===== src/rtl/chip8_alu_seq.sv =====
// CHIP-8 8xyN arithmetic/logic unit with an iterative double-dabble BCD path (Fx33).
// Valid/ready on both sides; results sit in a one-entry output register until drained.
module chip8_alu_seq #(
    parameter int WIDTH        = 8,
    parameter int BCD_DIGITS   = 3,
    parameter int SHIFT_SRC_VX = 0,
    parameter int LOGIC_CLR_VF = 0
) (
    input  logic                    clk,
    input  logic                    rst_n,
    input  logic                    in_valid,
    output logic                    in_ready,
    input  logic [3:0]              opcode,
    input  logic [WIDTH-1:0]        op1,
    input  logic [WIDTH-1:0]        op2,
    output logic                    out_valid,
    input  logic                    out_ready,
    output logic [WIDTH-1:0]        result,
    output logic                    flag,
    output logic                    flag_we,
    output logic [4*BCD_DIGITS-1:0] bcd,
    output logic                    err
);

    localparam int BW = 4 * BCD_DIGITS;
    localparam int CW = $clog2(WIDTH) + 1;

    localparam logic [0:0] S_IDLE = 1'b0;
    localparam logic [0:0] S_BCD  = 1'b1;

    logic [0:0]       state_q, state_d;
    logic [CW-1:0]    cnt_q, cnt_d;
    logic [WIDTH-1:0] shift_q, shift_d;
    logic [BW-1:0]    acc_q, acc_d;

    logic             out_valid_q, out_valid_d;
    logic [WIDTH-1:0] result_q, result_d;
    logic             flag_q, flag_d;
    logic             flag_we_q, flag_we_d;
    logic             err_q, err_d;
    logic [BW-1:0]    bcd_q, bcd_d;

    logic             accept;
    logic             is_bcd_op;
    logic             last_step;
    logic [BW-1:0]    acc_step;
    logic [WIDTH-1:0] shift_rot;

    logic [WIDTH-1:0] alu_res;
    logic             alu_flag;
    logic             alu_we;
    logic             alu_err;
    logic [WIDTH:0]   sum;
    logic [WIDTH-1:0] src;

    // One double-dabble iteration: correct digits >= 5, then shift in the next binary bit.
    function automatic logic [BW-1:0] dd_step(input logic [BW-1:0] a, input logic b);
        logic [BW-1:0] t;
        t = a;
        for (int i = 0; i < BCD_DIGITS; i++) begin
            if (t[4*i +: 4] >= 4'd5) begin
                t[4*i +: 4] = t[4*i +: 4] + 4'd3;
            end
        end
        return {t[BW-2:0], b};
    endfunction

    assign in_ready  = rst_n && (state_q == S_IDLE) && (!out_valid_q || out_ready);
    assign accept    = in_valid && in_ready;
    assign is_bcd_op = (opcode == 4'hF);
    assign last_step = (state_q == S_BCD) && (cnt_q == CW'(WIDTH - 1));
    assign acc_step  = dd_step(acc_q, shift_q[WIDTH-1]);
    // Rotating rather than shifting returns op1 intact after WIDTH steps.
    assign shift_rot = {shift_q[WIDTH-2:0], shift_q[WIDTH-1]};

    always_comb begin
        alu_res  = '0;
        alu_flag = 1'b0;
        alu_we   = 1'b0;
        alu_err  = 1'b0;
        sum      = {1'b0, op1} + {1'b0, op2};
        src      = (SHIFT_SRC_VX != 0) ? op1 : op2;
        case (opcode)
            4'h0: alu_res = op2;
            4'h1: begin
                alu_res = op1 | op2;
                alu_we  = (LOGIC_CLR_VF != 0);
            end
            4'h2: begin
                alu_res = op1 & op2;
                alu_we  = (LOGIC_CLR_VF != 0);
            end
            4'h3: begin
                alu_res = op1 ^ op2;
                alu_we  = (LOGIC_CLR_VF != 0);
            end
            4'h4: begin
                alu_res  = sum[WIDTH-1:0];
                alu_flag = sum[WIDTH];
                alu_we   = 1'b1;
            end
            4'h5: begin
                alu_res  = op1 - op2;
                alu_flag = (op1 >= op2);
                alu_we   = 1'b1;
            end
            4'h6: begin
                alu_res  = src >> 1;
                alu_flag = src[0];
                alu_we   = 1'b1;
            end
            4'h7: begin
                alu_res  = op2 - op1;
                alu_flag = (op2 >= op1);
                alu_we   = 1'b1;
            end
            4'hE: begin
                alu_res  = src << 1;
                alu_flag = src[WIDTH-1];
                alu_we   = 1'b1;
            end
            4'hF: alu_res = op1;
            default: alu_err = 1'b1;
        endcase
    end

    always_comb begin
        state_d = state_q;
        cnt_d   = cnt_q;
        shift_d = shift_q;
        acc_d   = acc_q;
        case (state_q)
            S_IDLE: begin
                if (accept && is_bcd_op) begin
                    state_d = S_BCD;
                    cnt_d   = '0;
                    shift_d = op1;
                    acc_d   = '0;
                end
            end
            S_BCD: begin
                shift_d = shift_rot;
                acc_d   = acc_step;
                cnt_d   = cnt_q + CW'(1);
                if (last_step) begin
                    state_d = S_IDLE;
                    cnt_d   = '0;
                end
            end
            default: state_d = S_IDLE;
        endcase
    end

    always_comb begin
        out_valid_d = out_valid_q;
        result_d    = result_q;
        flag_d      = flag_q;
        flag_we_d   = flag_we_q;
        err_d       = err_q;
        bcd_d       = bcd_q;
        if (accept && !is_bcd_op) begin
            out_valid_d = 1'b1;
            result_d    = alu_res;
            flag_d      = alu_flag;
            flag_we_d   = alu_we;
            err_d       = alu_err;
        end else if (last_step) begin
            out_valid_d = 1'b1;
            result_d    = shift_rot;
            flag_d      = 1'b0;
            flag_we_d   = 1'b0;
            err_d       = 1'b0;
            bcd_d       = acc_step;
        end else if (out_ready) begin
            out_valid_d = 1'b0;
        end
    end

    always_ff @(posedge clk or negedge rst_n) begin
        if (!rst_n) begin
            state_q     <= S_IDLE;
            cnt_q       <= '0;
            shift_q     <= '0;
            acc_q       <= '0;
            out_valid_q <= 1'b0;
            result_q    <= '0;
            flag_q      <= 1'b0;
            flag_we_q   <= 1'b0;
            err_q       <= 1'b0;
            bcd_q       <= '0;
        end else begin
            state_q     <= state_d;
            cnt_q       <= cnt_d;
            shift_q     <= shift_d;
            acc_q       <= acc_d;
            out_valid_q <= out_valid_d;
            result_q    <= result_d;
            flag_q      <= flag_d;
            flag_we_q   <= flag_we_d;
            err_q       <= err_d;
            bcd_q       <= bcd_d;
        end
    end

    assign out_valid = out_valid_q;
    assign result    = result_q;
    assign flag      = flag_q;
    assign flag_we   = flag_we_q;
    assign err       = err_q;
    assign bcd       = bcd_q;

endmodule


===== config.mk =====
export PLATFORM = sky130hd
export DESIGN_NAME = chip8_alu_seq
export DESIGN_NICKNAME = d
export VERILOG_FILES = /design/src/rtl/chip8_alu_seq.sv
export SDC_FILE = /design/constraint.sdc
export NUM_CORES = 1
export LEC_CHECK = 0
export BUFFER_PORTS_ARGS = -buffer_cell sky130_fd_sc_hd__clkbuf_2
export CORE_MARGIN = 5
export CORE_UTILIZATION = 40
export CTS_CLUSTER_SIZE = 24
export DETAILED_ROUTE_END_ITERATION = 10
export PLACE_DENSITY = 0.58
export SETUP_SLACK_MARGIN = 0.05
export SKIP_CTS_REPAIR_TIMING = 1
export SLEW_MARGIN = 10
export SYNTH_ARGS = -nofsm -noshare
export SYNTH_HDL_FRONTEND = slang
export SYNTH_SLANG_ARGS = --single-unit

===== constraint.sdc =====
create_clock -name clk -period 2.6 [get_ports clk]
set_input_delay 0.26 -clock clk [delete_from_list [all_inputs] [get_ports clk]]
set_output_delay 0.26 -clock clk [all_outputs]
set_load 0.01 [all_outputs]

==> key figures <==
CTS
  – TritonCTS clock tree: yes
  – Root buf cell: clkbuf_8
  – H-tree Lvls: 2
  – Clk Latency, worst-skew pair: 0.30 ns
  – Number of buffers created by CTS: 5
  – Sinks on Clock Net: 49
  – Clk buf depth: 2
  – Clock-pin slew on the worst setup and hold paths: 0.09 ns

Cells and area
  – Final-stage net count: 620
  – # diodes: 0
  – Core Util, Final: 0.4547
  – Syn-to-layout area delta: 12.70%
  – Final instance area: 4631 um^2
  – Layout cells sized above 1: 0.1516

Floorplanning
  – Die extent in y: 111.4 um
  – Core Rows: 37
  – Core area: 10180 um^2
  – I/O pins: 49
  – Die area: 12400 um^2
  – Starting Density: 0.4034
  – Die width: 111.4 um

Synth
  – Post-Synthesis Cell Area: 4109 um^2
  – Count of unique library cells instantiated by Yosys: 64
  – Syn_nets: 577
  – Yosys warns: 0
  – Ys flop type: dfrtp_1
  – Register area share after synthesis: 0.2984
  – Avg Cell Area, Syn: 8.057 um^2
  – Post-synth EDFFs: 0
  – Async set or reset register ratio after synthesis: 1.000
  – FF+latch count, synth: 49
  – Post-Syn Instances: 510

Worst hold path
  – Worst hold-check path type: input pin to asynchronous set/reset pin

Global routing
  – Vias in the first global route: 3829
  – Grt ovf: 0
  – GRT Overall Usage: 0.1926
  – Initial antenna violation count: 0
  – First-pass GRT wire length: 19.78 mm
  – Largest net degree at the start of global routing: 50

Timing
  – Max Clock Freq: 477.9 MHz
  – Final clock skew: 0.009916 ns
  – Max-slew violation count: 0
  – Final min period: 2.092 ns
  – Tcrit/Tclk final: 0.8047
  – Final Hold Vio Count: 0
  – Endpoints failing setup: 0
  – Fin Setup TNS: 0 ns
  – Worst-Margin Slew: 0.5995 ns
  – WHS: 0.1173 ns
  – Relative slew slack: 0.6003
  – RSZ-0062 raised after global routing: no

Power
  – P per Cell Area: 731.0 nW/um^2
  – LEAKAGE: 2.207 nW
  – VDD IR max: 0.3412 mV
  – Final total power: 3.385 mW

Setup path
  – Worst EP required: 2.80 ns
  – Worst R2R Setup Slack: 0.51 ns
  – CP Data Arrival Time: 2.29 ns
  – Crit path max fanout: 25
  – Startpoint type of the worst setup path: flip-flop
  – CP Class: flip-flop to flip-flop
  – Crit end category: flip-flop

Detailed routing
  – Drt drc: 0
  – Vias per Instance: 5.510
  – Initial DRT Pass Iterations: 5
  – Wire length per cell: 17.07 um
  – Vias: 3802
  – DRT iter0 DRCs: 304
  – Final ANT Viol Nets: 0
  – Routed wire length: 11.78 mm

Run status
  – Status: completed

Placed design
  – GPL Wtd Cong: 0.9202
  – Cell area after placement: 4493 um^2
  – Final HPWL from detailed placement: 9.257 mm
  – Port Buffers: 48

Job
  – Max-Cap Viols: 0
## registers in the layout, indices dropped and copies added, names as in the netlist
| register | count |
|---|---|
| flag | 1 |
| out_valid | 1 |
| acc_q | 12 |
| err | 1 |
| flag_we | 1 |
| result | 8 |
| cnt_q | 4 |
| bcd | 12 |
| shift_q | 8 |
| state_q | 1 |
## power breakdown
part           total (mW)  switching (mW)  internal (mW)
combinational        1.45           0.847          0.606
sequential           1.30           0.240           1.06
clock               0.635           0.253          0.382
total                3.39            1.34           2.05
## final timing paths
check | cells after the start | startpoint | endpoint
setup / recovery | 5 | state_q | result[2]
hold reg to reg | 2 | bcd[5] | bcd[5]
min in group clk | 3 | in_valid | err
setup reg to reg | 5 | state_q | result[2]
hold / removal | 2 | rst_n | bcd[3]
max in group asynchronous | 2 | rst_n | shift_q[6]
## worst max-delay path: stages, from the launching register on
cell and delay (ns):
dfrtp_1 0.62, buf_4 0.33, nand2_1 0.25, o21ai_0 0.36
o221ai_1 0.21, o21a_1 0.22
## cell families (layout without fill, tap and decap cells)
| kind of cell | Yosys count | count (layout) | synth area share |
|---|---|---|---|
| simple gates | 186 | 186 | 0.2092 |
| compound gates | 150 | 150 | 0.2381 |
| buf+inv | 59 | 103 | 0.06394 |
| flops | 49 | 49 | 0.2984 |
| fa+ha+maj | 43 | 43 | 0.1364 |
| mux | 12 | 12 | 0.03045 |
| xor+xnor | 11 | 11 | 0.02345 |
## per-layer routing
layer	up-vias	wire, um	share of wire	global-route usage
met1	1768	5232	0.44	0.2566
met4	0	253	0.021	0.05596
met2	132	5669	0.48	0.3269
met5	-	0	0	0
met3	23	620	0.053	0.02663
li1	1879	-	-	-
## through the flow
step	setup slack, ns	std cells
floorplan	0.5406	510
global placement	0.2321	682
detailed placement	0.2060	682
CTS	0.3005	690
global route	0.2534	690
finish	0.5077	690
## cell type report
| class | instances | area [um^2] |
|---|---|---|
| fillers | 1039 | 5554 |
| multi-input cells | 402 | 2624 |
| flip-flops and latches | 49 | 1226 |
| repair buffers | 64 | 360.3 |
| well taps | 136 | 170.2 |
| inverters | 31 | 116.4 |
| clock buffers | 5 | 68.82 |
| clock inverters | 3 | 65.06 |
## cells in the final DEF, fill, tap and decap left out, types with 3 or more instances in the layout
cell type	netlist	final
a2111oi_0	3	3
a211oi_1	4	4
a21boi_0	3	3
a21o_1	4	4
a21oi_1	31	30
a221o_1	4	4
a221oi_1	3	3
a22oi_1	8	8
a2bb2oi_1	3	3
a31oi_1	6	6
and3_1	9	9
buf_4	2	16
clkbuf_2	2	48
clkbuf_8	0	5
dfrtp_1	49	49
fa_1	3	3
ha_1	40	40
inv_1	30	30
mux2_2	4	4
mux2i_1	8	8
nand2_1	89	89
nand2b_1	8	8
nand3_1	10	10
nor2_1	33	33
nor2b_1	8	8
nor3_1	10	10
nor3b_1	7	7
o211ai_1	3	3
o21ai_0	46	46
o221ai_1	6	6
o31ai_1	4	4
xnor2_1	8	8
xor2_1	3	3
## cell usage after synthesis (all sizes together), types with 2 or more instances
cell type / n / share of area
nor2: 34 / 0.032
fa: 3 / 0.015
nor3: 11 / 0.015
nand3: 10 / 0.012
nand2b: 8 / 0.012
buf: 14 / 0.022
o211ai: 3 / 0.0055
a21boi: 3 / 0.0055
o2bb2ai: 2 / 0.0043
a221o: 4 / 0.0097
dfrtp: 49 / 0.30
ha: 40 / 0.12
a22oi: 8 / 0.015
a2bb2oi: 3 / 0.0064
a2111oi: 3 / 0.0064
and3b: 2 / 0.0043
a21oi: 31 / 0.038
and3: 9 / 0.014
o21ai: 48 / 0.058
o22ai: 2 / 0.0030
o221ai: 6 / 0.013
and2: 2 / 0.0030
o31ai: 4 / 0.0073
nor4: 2 / 0.0046
clkbuf: 14 / 0.013
nor3b: 7 / 0.013
mux2: 4 / 0.011
a211oi: 5 / 0.010
nand2: 89 / 0.081
inv: 30 / 0.027
nor2b: 8 / 0.012
xor2: 3 / 0.0064
a221oi: 4 / 0.010
xnor2: 8 / 0.017
a31oi: 6 / 0.0091
o21bai: 2 / 0.0037
mux2i: 8 / 0.019
a21o: 4 / 0.0073
a22o: 2 / 0.0043
No activity file was read; power rests on OpenSTA's default activity.
